## src/rtl/sync_down_counter.sv

```systemverilog
// sync_down_counter: loadable one-shot/periodic down counter with terminal-count pulse.
// Define SYNC_DOWN_COUNTER_TC_COUNT_EN to add the 8-bit tc_count event counter output.
module sync_down_counter #(
  parameter int WIDTH = 4
) (
  input  logic             clk,
  input  logic             reset,
  input  logic             load,
  input  logic [WIDTH-1:0] load_val,
  input  logic             mode_periodic,
  input  logic             en,
  output logic [WIDTH-1:0] q,
  output logic             zero,
  output logic             busy,
`ifdef SYNC_DOWN_COUNTER_TC_COUNT_EN
  output logic [7:0]       tc_count,
`endif
  output logic             tc_pulse
);
  typedef enum logic {IDLE, RUN} state_e;
  state_e           state_q, state_d;
  logic [WIDTH-1:0] cnt_q, cnt_d, reload_q, reload_d;
  logic             periodic_q, periodic_d, tc_q, tc_d;
  always_comb begin
    state_d    = state_q;
    cnt_d      = cnt_q;
    reload_d   = reload_q;
    periodic_d = periodic_q;
    tc_d       = 1'b0;
    if (load) begin
      cnt_d      = load_val;
      reload_d   = load_val;
      periodic_d = mode_periodic;
      state_d    = (load_val != '0) ? RUN : IDLE;
    end else if (state_q == RUN && en) begin
      // reaching one is the terminal step; reload comes in the same edge so periodic has no dead cycle
      tc_d    = (cnt_q == WIDTH'(1));
      cnt_d   = !tc_d ? cnt_q - WIDTH'(1) : periodic_q ? reload_q : '0;
      state_d = (tc_d && !periodic_q) ? IDLE : RUN;
    end
  end
  always_ff @(posedge clk) begin
    if (reset) begin
      state_q    <= IDLE;
      cnt_q      <= '0;
      reload_q   <= '0;
      periodic_q <= 1'b0;
      tc_q       <= 1'b0;
    end else begin
      state_q    <= state_d;
      cnt_q      <= cnt_d;
      reload_q   <= reload_d;
      periodic_q <= periodic_d;
      tc_q       <= tc_d;
    end
  end
`ifdef SYNC_DOWN_COUNTER_TC_COUNT_EN
  logic [7:0] tc_count_q;
  always_ff @(posedge clk) begin
    if (reset) tc_count_q <= '0;
    else tc_count_q <= tc_count_q + 8'(tc_d);
  end
  assign tc_count = tc_count_q;
`endif
  assign q        = cnt_q;
  assign zero     = (cnt_q == '0);
  assign busy     = (state_q == RUN);
  assign tc_pulse = tc_q;
endmodule

```

## config.mk

```make
export PLATFORM = sky130hd
export DESIGN_NAME = sync_down_counter
export DESIGN_NICKNAME = d
export VERILOG_FILES = /design/src/rtl/sync_down_counter.sv
export SDC_FILE = /design/constraint.sdc
export NUM_CORES = 1
export LEC_CHECK = 0
export CORE_AREA = 5 5 42 44
export CTS_CLUSTER_SIZE = 24
export DETAILED_ROUTE_END_ITERATION = 10
export DIE_AREA = 0 0 47 49
export PLACE_DENSITY = 0.76
export SYNTH_ARGS = -nofsm -noshare
export SYNTH_HDL_FRONTEND = slang
export SYNTH_SLANG_ARGS = --single-unit
```

## constraint.sdc

```tcl
create_clock -name clk -period 2.4 [get_ports clk]
set_input_delay 0.48 -clock clk [delete_from_list [all_inputs] [get_ports clk]]
set_output_delay 0.48 -clock clk [all_outputs]
set_load 0.01 [all_outputs]
```

Word-level counts from Yosys, hierarchy flattened
Index checks and enable logic that the tools add are counted.
Storage, ports and cells
  register bits after elaboration: 11
  input port bits: 9
  logic and storage cells: 23
Cells by class
  $add $sub $neg: 1
  equal/unequal tests: 1
  multiplexer cells: 8
  bitwise operators: 1
  reduce and logical (&&, ||, !) cells: 7
Operators with widths (number)
  2-to-1 mux 4 bit: 4
  == test 4 x 1 -> 1 bit, second input constant: 1
  zero test 4 bit: 1
  2-to-1 mux 1 bit: 4
  nonzero test 4 bit: 1
  subtractor 4 x 1 -> 4 bit, second input constant: 1
  OR reduction 3 bit: 1
  logical AND 1 bit: 2
  nonzero test 2 bit: 1
  zero test 1 bit: 1
  NOT 1 bit: 1

Logic depth before layout (Yosys ltp)
  depth in word-level cells: 5
  mapped depth: 6
  depth with buffers taken out: 6

Worst setup path after synthesis
Ideal clock, no wire load.
  kind: register -> register
  start point: register cnt_q[0] (netlist: q[0])
  end point: register cnt_q[1] (netlist: q[1])
  setup time: 132 ps
  arrival: 1297 ps
  slack: 972 ps
  cell stages (with the launch flop): 6
  path buffers: 0
  cells stage by stage: dfxtp_1 -> ha_1 -> nor3b_4 -> nor2_1 -> a311oi_1 -> o22ai_1
Between the ends
  longest elaborated chain between the ends: 4
  elaborated cells between the ends (all ways): 5
  those cells by class: add/sub (1); eq/ne (1); mux (3)
Ends and longest elaborated chain
  start: declaration: line 22  | logic [WIDTH-1:0] cnt_q, cnt_d, reload_q, reload_d;
  start signal: assignment: line 51  | cnt_q <= cnt_d;
  subtractor 4 x 1 -> 4 bit or == test 4 x 1 -> 1 bit (tied branches): line 38, 37
  2-to-1 mux 4 bit (*): line 38  | cnt_d = !tc_d ? cnt_q - WIDTH'(1) : periodic_q ? reload_q : '0;
  2-to-1 mux 4 bit (*): line 35  | end else if (state_q == RUN && en) begin
  2-to-1 mux 4 bit (*): line 30  | if (load) begin
Mark *: on every way between the ends. The rest lies on a longest branch, timed or not. The select of a mux whose other input is x is not followed.
A chain may end at the register's enable or synchronous reset.

Worst setup path in the final report
  start point: register cnt_q[0] (netlist: q[0])
  end point: output port zero
Between the ends
  longest elaborated chain between the ends: 1
Ends and longest elaborated chain
  zero test 4 bit: line 66  | assign zero = (cnt_q == '0);
  end: declaration: line 13  | output logic zero,
No other way between the ends.

==> key figures <==
Outcome
  • Outcome: finished, final reports clean

STA
  • RSZ-0062 raised after global routing: no
  • Slew Limit Fails: 0
  • Fin Clk Skew: 0.00171 ns
  • Fmax: 481 MHz
  • Fin crit period: 2.08 ns
  • Final hold viol count: 0
  • TNS Setup: 0 ns
  • Slew @ Worst Pin: 0.528 ns
  • Fraction of the cycle the final worst path needs: 86.7%
  • Setup Viol. Count Final: 0
  • Final hold slack: 0.488 ns
  • Slew headroom: 64.7%

Routing
  • DRT Wirelength: 1210 um
  • Post-route ant nets: 0
  • Vias per inst: 5.54
  • Post-DR wirelength/cell: 12.5 um
  • Drt first pass iters: 6
  • Via count: 537
  • DRT iter0 DRCs: 10
  • DRC violations left: 0

Synth
  • Synth area leader: dfxtp_1
  • Fraction of registers with async set/reset: 0%
  • Top post-synthesis cells by area: dfxtp_1 39%, ha_1 6.6%, a21oi_1 6.2%
  • Ys flop type: dfxtp_1
  • Sequential share of the synthesized area: 38.7%
  • Syn_nets: 76
  • Top cells by count, synth: 11 x dfxtp_1, 7 x a21oi_1, 5 x inv_1, 5 x nand2_1, 5 x nor2_1
  • Most common cell in the netlist: dfxtp_1
  • Post-Syn Area: 569 um^2
  • Flops & latches, synth: 11
  • Avg Cell Area, Syn: 8.90 um^2
  • Cell variety after synth: 27
  • Synthesized instance count: 64
  • Yosys top cell area share: 38.7%
  • Synth Warn #: 0
  • Number of flops mapped to enable cells by yosys: 0

Pwr
  • Sw frac: 26.9%
  • Clock network fraction of total power: 29.2%
  • Tot Pwr: 422 uW
  • LEAKAGE: 0.000288 uW
  • Flop pwr share: 49.4%
  • Switch Pwr: 113 uW
  • Internal Power: 308 uW
  • PwrDens: 557 nW/um^2
  • Peak supply drop: 0.000273 V
  • Comb pwr share: 21.4%

Worst setup path
  • Max Fanout on Critical Path: 6
  • CP max stage cell: clkdlybuf4s50_1
  • Crit path cell chain: inv_1 -> ha_1 -> nor3b_1 -> clkdlybuf4s50_1
  • CP peak stage delay: 0.56 ns
  • CP Class: flip-flop to output port
  • CP required: 1.92 ns
  • Crit end category: output port
  • Startpoint types: flip-flop
  • Worst path bufs/invs: 2
  • Worst path top cell family by delay: buffers and inverters
  • CP arrival: 1.60 ns

Placement
  • DPL Wire Length: 906 um
  • Placed cell count: 93
  • RePlAce Congestion: 0.740
  • Input/output buffers: 15

Clock network
  • CTS sink cnt: 11
  • TritonCTS Buffers: 3
  • Post-CTS Hold Fix Bufs: 0
  • Clock Path Buffers: 2
  • H-tree Lvls: 1
  • Post-CTS Setup Bufs: 0
  • Worst-path clk slew: 0.06 ns
  • Post-CTS resize count: 0
  • CTS tree: done
  • Root Buffer: clkbuf_4
  • Worst-skew pair later-pin latency: 0.27 ns

Layout
  • Layout Cells excl Fill: 97
  • Nets@finish: 94
  • Antenna cells: 0
  • Layout area overhead: 33.0%
  • Layout cell share with drive strength beyond 1: 6.17%

Flow run
  • Max-cap violations: 0

Floorplan
  • Site row count: 14
  • Core Area: 1400 um^2
  • Die Area: 2300 um^2
  • # IOs: 16
  • Initial Util: 40.6%
  • Die width: 47 um
  • DIE HEIGHT: 49 um

Global route
  • Gr ovfl total: 0
  • GRT Util Overall: 12.3%
  • Initial antenna violation count: 0
  • First-pass GRT wire length: 2080 um
  • Vias in the first global route: 452
  • Largest net degree at the start of global routing: 16

Hold path
  • Min-delay worst type: flip-flop to flip-flop
-- logic make-up after synthesis --
logic type / count (synthesis) / synth area share (%)
flip-flops: 11 / 38.7
adder cells (fa/ha/maj): 3 / 6.59
multiplexers: 3 / 5.27
AND/OR/NAND/NOR: 22 / 22.4
AO/OA/AOI/OAI: 18 / 22.2
buffers and inverters: 7 / 4.83
-- cell usage in the layout, fill, tap and decap left out, drive strengths merged --
cell type | netlist | layout
a211o | 1 | 1
mux2i | 3 | 3
nor2 | 5 | 5
inv | 5 | 5
nand3b | 1 | 1
and3 | 1 | 1
clkbuf | 1 | 4
dfxtp | 11 | 11
o2bb2ai | 1 | 1
or3 | 1 | 1
nor3 | 2 | 2
o31ai | 1 | 1
nand2 | 5 | 5
nand4 | 1 | 1
nor3b | 2 | 2
and2 | 1 | 1
o22ai | 1 | 1
a21oi | 7 | 7
o311ai | 1 | 1
nand2b | 2 | 2
a311oi | 3 | 3
nand4b | 1 | 1
o21ai | 2 | 2
ha | 3 | 3
a221oi | 1 | 1
clkdlybuf4s50 | 0 | 15
-- worst reg2reg max path: cells and delay by family, from the launching register on --
family / cells / cell delay (ns)
AND/OR/NAND/NOR: 2 / 0.42
flip-flops: 1 / 0.41
AO/OA/AOI/OAI: 2 / 0.37
adder cells (fa/ha/maj): 1 / 0.25
-- area by class of cell --
cell class | count | area (um^2)
fill | 142 | 644
multi-input combinational | 46 | 322
sequential | 11 | 220
timing repair buffer | 15 | 150
clock buffer | 4 | 26.3
tap | 16 | 20.0
inverter | 5 | 18.8
-- registers in the layout, summed over array words and instances (netlist names) --
signal,flops
busy,1
periodic_q,1
q,4
reload_q,4
tc_pulse,1
-- worst paths after layout --
check | cells after the start | to | slack (ns) | start
worst max-delay path | 4 | zero | 0.32 | q[0]
worst min-delay path | 2 | reload_q[0] | 0.49 | reload_q[0]
worst max register to register | 5 | q[1] | 0.82 | q[0]
worst min register to register | 2 | reload_q[0] | 0.49 | reload_q[0]
-- per-layer routing --
layer	routed length, um	vias to the layer above	GRT usage (%)	part of all wire (%)
li1	-	270	-	-
met1	587	239	18.5	48
met2	497	23	14.5	41
met3	98	5	4.43	8.1
met4	31	0	6.91	2.6
met5	0	-	0	0
-- power groups by stage --
| stage | combinational [uW] | sequential (uW) | clock, uW |
|---|---|---|---|
| floorplan | 47.3 | 212 | 0 |
| global placement | 89.5 | 212 | 0 |
| detailed placement | 90.4 | 212 | 0 |
| CTS | 90.8 | 208 | 127 |
| global route | 101 | 210 | 143 |
| finish | 90.3 | 208 | 123 |
-- per-stage QoR --
step | worst slack [ns] | utilization, % | instance area [um^2]
floorplan | 0.972 | - | 569
global placement | 0.641 | 52.1 | 731
detailed placement | 0.615 | 52.1 | 731
CTS | 0.308 | 54.0 | 757
global route | 0.209 | 54.0 | 757
finish | 0.319 | 54.0 | 757
Note: power is estimated with default switching activity, not from simulation.
